## src/rtl/pipe_stall_ctrl.sv

```systemverilog
// ---------------------------------------------------------------------------
// pipe_stall_ctrl
//
// Central stall/flush controller for a five-stage in-order pipeline. It
// arbitrates three hazard sources with fixed priority:
//   1. EX multi-cycle unit busy (ex_bubble_req): freeze PC, IF/ID and ID/EX
//      and push a bubble into EX/MEM.
//   2. Branch/jump taken (branch_taken): flush IF/ID and ID/EX. A branch that
//      resolves while EX is frozen is held pending and applied in the first
//      unfrozen cycle.
//   3. Load-use hazard (load_use): hold PC and IF/ID for one cycle and inject a
//      NOP into ID/EX.
// All control outputs are combinational from the current state and inputs, so
// the response to ex_bubble_req is zero-cycle.
//
// A watchdog counts consecutive EX stall cycles and raises a sticky
// stall_timeout when a stall runs longer than MAX_STALL cycles.
//
// Optional feature macro: PIPE_STALL_PERF_CNT_EN
//   defined   -> stall_cycles / flush_count are saturating performance counters
//   undefined -> both outputs are tied to zero and no counter flops exist
//
// Parameters
//   MAX_STALL  longest legal continuous EX stall in cycles (2..255)
//   CNT_W      width of the performance counters
//
// Ports
//   clk            in   clock, rising edge
//   rst            in   synchronous, active-high reset
//   ex_bubble_req  in   EX multi-cycle unit busy
//   branch_taken   in   branch/jump resolved taken in EX this cycle
//   load_use       in   ID instruction depends on a load in EX
//   pc_en          out  PC update enable
//   if_id_en       out  IF/ID update enable
//   id_ex_en       out  ID/EX update enable
//   if_id_flush    out  load NOP into IF/ID
//   id_ex_flush    out  load NOP into ID/EX
//   ex_mem_bubble  out  load NOP into EX/MEM
//   stall_timeout  out  sticky watchdog error flag
//   stall_cycles   out  number of cycles with ex_bubble_req=1 (saturating)
//   flush_count    out  number of applied branch flushes (saturating)
// ---------------------------------------------------------------------------
module pipe_stall_ctrl #(
  parameter int unsigned MAX_STALL = 8,
  parameter int unsigned CNT_W     = 32
) (
  input  logic             clk,
  input  logic             rst,
  input  logic             ex_bubble_req,
  input  logic             branch_taken,
  input  logic             load_use,
  output logic             pc_en,
  output logic             if_id_en,
  output logic             id_ex_en,
  output logic             if_id_flush,
  output logic             id_ex_flush,
  output logic             ex_mem_bubble,
  output logic             stall_timeout,
  output logic [CNT_W-1:0] stall_cycles,
  output logic [CNT_W-1:0] flush_count
);

  // Watchdog threshold widened to match the 9-bit incremented run length, so
  // a saturated 8-bit run length still compares correctly for MAX_STALL=255.
  localparam logic [8:0] MaxStallW = 9'(MAX_STALL);

  typedef enum logic [1:0] {
    StRun       = 2'd0,
    StExStall   = 2'd1,
    StFlushPend = 2'd2
  } state_e;

  state_e     r_state;
  state_e     w_state_next;

  logic [7:0] r_run_len;
  logic [8:0] w_run_inc;
  logic       r_stall_timeout;

  logic       w_pend;
  logic       w_flush_apply;
  logic       w_load_hold;

  // -------------------------------------------------------------------------
  // Event decode
  // -------------------------------------------------------------------------
  assign w_pend = (r_state == StFlushPend);

  // A flush happens only in a cycle where EX is not frozen; a pending branch
  // and a live branch merge into a single flush.
  assign w_flush_apply = !rst && !ex_bubble_req && (w_pend || branch_taken);

  // Load-use hold only when nothing of higher priority is active.
  assign w_load_hold = !rst && !ex_bubble_req && !w_pend && !branch_taken && load_use;

  // -------------------------------------------------------------------------
  // Control outputs (combinational)
  // -------------------------------------------------------------------------
  always_comb begin
    pc_en         = 1'b1;
    if_id_en      = 1'b1;
    id_ex_en      = 1'b1;
    if_id_flush   = 1'b0;
    id_ex_flush   = 1'b0;
    ex_mem_bubble = 1'b0;

    if (rst) begin
      // Hold the front end and keep NOPs flowing into IF/ID and ID/EX.
      pc_en       = 1'b0;
      if_id_en    = 1'b0;
      id_ex_en    = 1'b0;
      if_id_flush = 1'b1;
      id_ex_flush = 1'b1;
    end else if (ex_bubble_req) begin
      pc_en         = 1'b0;
      if_id_en      = 1'b0;
      id_ex_en      = 1'b0;
      ex_mem_bubble = 1'b1;
    end else if (w_flush_apply) begin
      if_id_flush = 1'b1;
      id_ex_flush = 1'b1;
    end else if (w_load_hold) begin
      pc_en       = 1'b0;
      if_id_en    = 1'b0;
      id_ex_flush = 1'b1;
    end
  end

  // -------------------------------------------------------------------------
  // FSM
  // -------------------------------------------------------------------------
  always_comb begin
    w_state_next = StRun;
    case (r_state)
      StRun, StExStall: begin
        if (ex_bubble_req) begin
          w_state_next = branch_taken ? StFlushPend : StExStall;
        end else begin
          w_state_next = StRun;
        end
      end
      StFlushPend: begin
        // Further branches while pending are absorbed; one flush only.
        w_state_next = ex_bubble_req ? StFlushPend : StRun;
      end
      default: w_state_next = StRun;
    endcase
  end

  always_ff @(posedge clk) begin
    if (rst) begin
      r_state <= StRun;
    end else begin
      r_state <= w_state_next;
    end
  end

  // -------------------------------------------------------------------------
  // Stall watchdog
  // -------------------------------------------------------------------------
  assign w_run_inc = {1'b0, r_run_len} + 9'd1;

  always_ff @(posedge clk) begin
    if (rst) begin
      r_run_len <= 8'd0;
    end else if (!ex_bubble_req) begin
      r_run_len <= 8'd0;
    end else if (r_run_len != 8'hFF) begin
      r_run_len <= w_run_inc[7:0];
    end
  end

  // Set on the edge where the run length first exceeds MAX_STALL, so the flag
  // is visible in the cycle after the (MAX_STALL+1)th stall cycle.
  always_ff @(posedge clk) begin
    if (rst) begin
      r_stall_timeout <= 1'b0;
    end else if (ex_bubble_req && (w_run_inc > MaxStallW)) begin
      r_stall_timeout <= 1'b1;
    end
  end

  assign stall_timeout = r_stall_timeout;

  // -------------------------------------------------------------------------
  // Performance counters
  // -------------------------------------------------------------------------
`ifdef PIPE_STALL_PERF_CNT_EN
  logic [CNT_W-1:0] r_stall_cycles;
  logic [CNT_W-1:0] r_flush_count;

  always_ff @(posedge clk) begin
    if (rst) begin
      r_stall_cycles <= '0;
      r_flush_count  <= '0;
    end else begin
      if (ex_bubble_req && (r_stall_cycles != '1)) begin
        r_stall_cycles <= r_stall_cycles + CNT_W'(1);
      end
      if (w_flush_apply && (r_flush_count != '1)) begin
        r_flush_count <= r_flush_count + CNT_W'(1);
      end
    end
  end

  assign stall_cycles = r_stall_cycles;
  assign flush_count  = r_flush_count;
`else
  assign stall_cycles = '0;
  assign flush_count  = '0;
`endif

endmodule

```

## config.mk

```make
export PLATFORM = sky130hd
export DESIGN_NAME = pipe_stall_ctrl
export DESIGN_NICKNAME = d
export VERILOG_FILES = /design/src/rtl/pipe_stall_ctrl.sv
export SDC_FILE = /design/constraint.sdc
export NUM_CORES = 1
export LEC_CHECK = 0
export ABC_CLOCK_PERIOD_IN_PS = 2000
export CAP_MARGIN = 20
export CORE_MARGIN = 4
export CORE_UTILIZATION = 35
export CTS_CLUSTER_DIAMETER = 80
export DETAILED_ROUTE_END_ITERATION = 8
export PLACE_DENSITY_LB_ADDON = 0.3
export SLEW_MARGIN = 20
export SYNTH_ARGS = -nofsm -noshare
export SYNTH_HDL_FRONTEND = slang
export SYNTH_SLANG_ARGS = --single-unit
```

## constraint.sdc

```tcl
create_clock -name clk -period 2 [get_ports clk]
set_clock_uncertainty 0.1 [all_clocks]
set_input_delay 0.4 -clock clk [delete_from_list [all_inputs] [get_ports clk]]
set_output_delay 0.4 -clock clk [all_outputs]
set_load 0.005 [all_outputs]
```

; ---- After elaboration in Yosys (flattened, before gate mapping)
; Index checks and enable logic that the tools add are counted.
[op_classes]
reduce_logical = 14
eq_ne = 3
order_cmp = 1
bitwise_logic = 1
addsub = 1
muxes = 19
[op_table]
columns = cell, count
row1 = 1-bit two-way mux, 15
row2 = "8-bit by 1-bit adder with 9-bit output, second input constant", 1
row3 = "9-bit by 4-bit greater-than comparator with 1-bit output, second input constant", 1
row4 = "8-bit inequality test, second input constant", 1
row5 = 1-bit logical AND, 6
row6 = 2-bit two-way mux, 3
row7 = 1-bit zero test, 4
row8 = 2-bit case mux with 2 select lines, 1
row9 = 2-bit OR reduction, 2
row10 = "2-bit by 1-bit == test with 1-bit output, second input constant", 1
row11 = "2-bit == test, second input constant", 1
row12 = 2-bit zero test, 1
row13 = 1-bit logical OR, 1
row14 = 1-bit NOT, 1
[word_totals]
ff_bits = 11
inputBits = 5
wordCells = 42
out_inout_bits = 71

; ---- Logic depth before layout (Yosys ltp)
[depth]
depth_word = 9
mapped_depth = 5
mapped_depth_nobuf = 5

; ---- Worst setup path after synthesis
; Ideal clock, no wire load.
[synth_path]
kind = in2out
start = input ex_bubble_req
end = output pc_en
n_path_buf = 1
required_ns = 1.500
setup_slack_ns = 0.516
cell_stages = 3
arrival_time_ns = 0.984
path_cell_list = nor2_1 a21boi_0 buf_4
[synth_via]
elab_chain_cells = 9
elab_cells_between_ends = 10
classes_between = mux (4) / reduce/logical (6)
[synth_rtl]
columns = item, line_no
row1 = "start, declared", 49  ; input logic ex_bubble_req,
row2 = 1-bit zero test, n/a
row3 = 1-bit logical AND, "91, 94"
row4 = 1-bit logical AND (3 in series), 94  ; assign w_load_hold = !rst && !ex_bubble_req && !w_pend && !branch_taken && load_use;
row5 = 1-bit two-way mux (2 in series), n/a
row6 = 1-bit two-way mux * (2 in series), n/a
row7 = "end, declared", 52  ; output logic pc_en,
; Mark *: on every way between the ends. The rest lies on a longest branch, timed or not.

; ---- Worst setup path in the final report
[layout_path]
start = input ex_bubble_req
end = output if_id_flush
[layout_via]
elab_chain_cells = 6
[layout_rtl]
columns = item, line_no
row1 = 1-bit zero test, n/a
row2 = 1-bit logical AND (2 in series), 91  ; assign w_flush_apply = !rst && !ex_bubble_req && (w_pend || branch_taken);
row3 = 1-bit two-way mux, 119  ; end else if (w_flush_apply) begin
row4 = 1-bit two-way mux *, 114  ; end else if (ex_bubble_req) begin
row5 = 1-bit two-way mux *, 107  ; if (rst) begin
row6 = "end, declared", 55  ; output logic if_id_flush,
; Marked as above.

==> flow_summary.yaml <==
timing:
  rsz0062_at_grt: "no"
  fin_setup_tns_ns: 0
  worst_slack_ns: 0.0887
  finalSetupViolCount: 0
  finalHoldViolations: 0
  period_needed_ns: 1.91
  timing.fmax_mhz: 523
  final-max-slew-violation-count: 0
  post-route-period-util_pct: 95.6
  whs_ns: 0.322
clocking:
  clock_sinks: 11
  htree_levels: 1
  cts_made_buffers: 3
  clockBufferDepth: 2
  cts_root_buf: "clkbuf_4"
  cts.reportedPaths.clkPinSlew_ns: 0.07
  cts_tree: "built"
  clock_latency_ns: 0.28
layout:
  fillers: 300
  drive_gt1_share_pct: 14.1
  areaGrowthSynthToFinish_pct: -3.09
  diodes: 0
  multiInputGateArea_um2: 574
  post-route-util_pct: 36.4
  regArea_um2: 221
  nets: 149
  finalInstanceArea_um2: 1020
worst_setup_path:
  start_kind: "input pin"
  r2r-start: "r_run_len[0]$_SDFFE_PN0N_"
  slowest_stage: "clkdlybuf4s50_1"
  critPathMaxFanout: 3
  endpoint_kind: "output pin"
  startpoint: "ex_bubble_req"
  crit_type: "in2out"
  slowest_delay_ns: 0.53
  cp.required_ns: 1.50
  r2r_cells: 5
  arrival_ns: 1.41
  crit_chain: "dlygate4sd2_1, o21bai_1, clkdlybuf4s50_1"
yosys:
  synth.area.top_cells: "buf_4, dfxtp_1, xnor2_1, a21oi_1, and3_4"
  netlist_instances: 125
  yosysSeqAreaShare_pct: 20.9
  synth_compound_area_share_pct: 12.4
  synth-simple-area-share_pct: 10.8
  syn_avg_cell_area_um2: 8.42
  synth_cell_types: 31
  synthMuxAreaShare_pct: 2.38
  synthAdderAreaFrac_pct: 1.19
  ys_ff_latch: 11
  syn-cell-area_um2: 1050
  synth_top_family_by_area: "buffers and inverters"
  yosys.area_share.xor_xnor_pct: 3.33
  yosysTopAreaCell: "buf_4"
  synth_top_area_share_pct: 46.4
  synth_warnings: 0
floorplan:
  die_w_um: 62.8
  core_um2: 2810
  dieHeight_um: 62.8
  fp.dieArea_um2: 3950
  ioPinCount: 76
  initial_core_util_pct: 37.5
  rows: 19
pwr:
  p_sw_uw: 136
  comb_power_share_pct: 17.0
  vdd_drop_max_uv: 337
  power_frac_seq_pct: 48.6
  cell_internal_pwr_uw: 330
  powerDensity_nw_per_um2: 456
  total_leakage_power_nw: 0.525
  pwr-share-clk_pct: 34.3
  netSwitchingFraction_pct: 29.2
global_routing:
  grt_pass1_vias: 494
  grt_overflow_total: 0
  grt.total_usage_pct: 6.98
  grt_max_degree: 8
  grt_pass1_wl_um: 2180
  antenna_found_initial: 0
placement:
  place_worst_setup_slack_ns: -0.349
  place_congestion: 0.649
  hpwl_um: 1270
  place_area_um2: 975
  place.port_buffers: 11
routing:
  wl_per_cell_um: 9.19
  drt_wl_total_um: 1590
  firstDrtPassIters: 4
  via_per_inst: 3.79
  dr_total_vias: 655
  drtAntennaViolNets: 0
  drc: 0
  drt_iter0_markers: 4
hold_path:
  min_from: "r_state[0]$_SDFF_PP0_"
  hold_path.class: "reg2reg"
  holdPathStages: 1
job:
  maxCapViolations: 0
run_status:
  outcome: "finished, final reports clean"
## cell families after synthesis
group           after synthesis
other cells                   1
fa+ha+maj                     1
mux                           2
buf+inv                      71
xor+xnor                      4
simple gates                 16
flops                        11
compound gates               19
## power by group through the flow
stage	Clock, mW	Sequential (mW)	Combinational [mW]
after floorplan	0	0.230	0.135
after global placement	0	0.231	0.0738
after detailed placement	0	0.231	0.0746
after CTS	0.167	0.226	0.0763
after global routing	0.179	0.227	0.0897
final	0.160	0.226	0.0793
## synthesized netlist by cell type
library cell,count
a211oi_2,1
and4_1,1
conb_1,1
and3_4,2
o211ai_1,1
ha_1,1
xnor2_1,4
nand2_1,1
a31oi_1,3
a211o_1,1
o21ai_0,3
inv_1,5
nor4b_1,1
and3_2,1
buf_2,1
and2_1,1
mux2i_1,1
nor4bb_1,1
nor2_1,3
a21o_1,1
nor3_1,2
a21boi_0,1
and3_1,1
o221ai_2,1
mux2_4,1
o21bai_1,1
nand2b_1,1
buf_4,65
a21oi_1,6
nand4_2,1
dfxtp_1,11
## state kept, by name (all words and copies together), names as in the netlist
signal	cells
r_state	2
r_run_len	8
stall_timeout	1
## layout make-up
cell class	count	area share (%)
multi-input cells	106	56.3
flip-flops and latches	11	21.7
repair buffers	16	13.7
well taps	31	3.80
clock buffers	4	2.58
inverters	5	1.84
## per-layer routing
layer	GRT usage (%)	share of wire [%]	vias up
li1	-	-	319
met1	7.16	36	289
met2	11.9	51	45
met3	4.50	13	2
met4	1.65	0.75	0
met5	0	0	-
## final timing paths
check | endpoint | slack (ns)
setup / recovery | if_id_flush | 0.09
hold / removal | r_state[1]$_SDFF_PP0_ | 0.32
setup reg to reg | r_run_len[1]$_SDFFE_PN0N_ | 0.39
hold reg to reg | r_state[1]$_SDFF_PP0_ | 0.32
## repair_timing
action                                  in CTS  in global routing
hold buffers                                 0                  0
pin swaps                                    2                  1
endpoints found under the setup margin       6                  1
gates resized for setup                     12                  0
buffers inserted                             1                  0
## critical path, delay by kind of cell
kind	cells	cell delay, ns
AOI/OAI and AO/OA	1	0.20
buffers and inverters	2	0.81
## through the flow
stage	cells	power (mW)
2_1_floorplan	188	0.365
3_3_place_gp	168	0.305
3_5_place_dp	168	0.306
4_1_cts	173	0.470
5_1_grt	173	0.496
6_report	173	0.465
## placed cells by master (no fill, tap or decap), drive strengths merged
cell           instances
clkbuf                 4
o21ai                  3
mux2                   1
xnor2                  4
nor4bb                 1
and4                   1
ha                     1
inv                    5
clkdlybuf4s50          5
a31oi                  3
a211oi                 1
nand2                  1
nor4b                  1
mux2i                  1
a211o                  1
a21oi                  6
dfxtp                 11
o211ai                 1
and2                   1
o221ai                 1
and3                   4
conb                  64
nor3                   2
nor2                   3
dlygate4sd2            6
a21o                   1
nand2b                 1
buf                    5
a21boi                 1
nand4                  1
o21bai                 1
(Power assumes the default switching activity.)
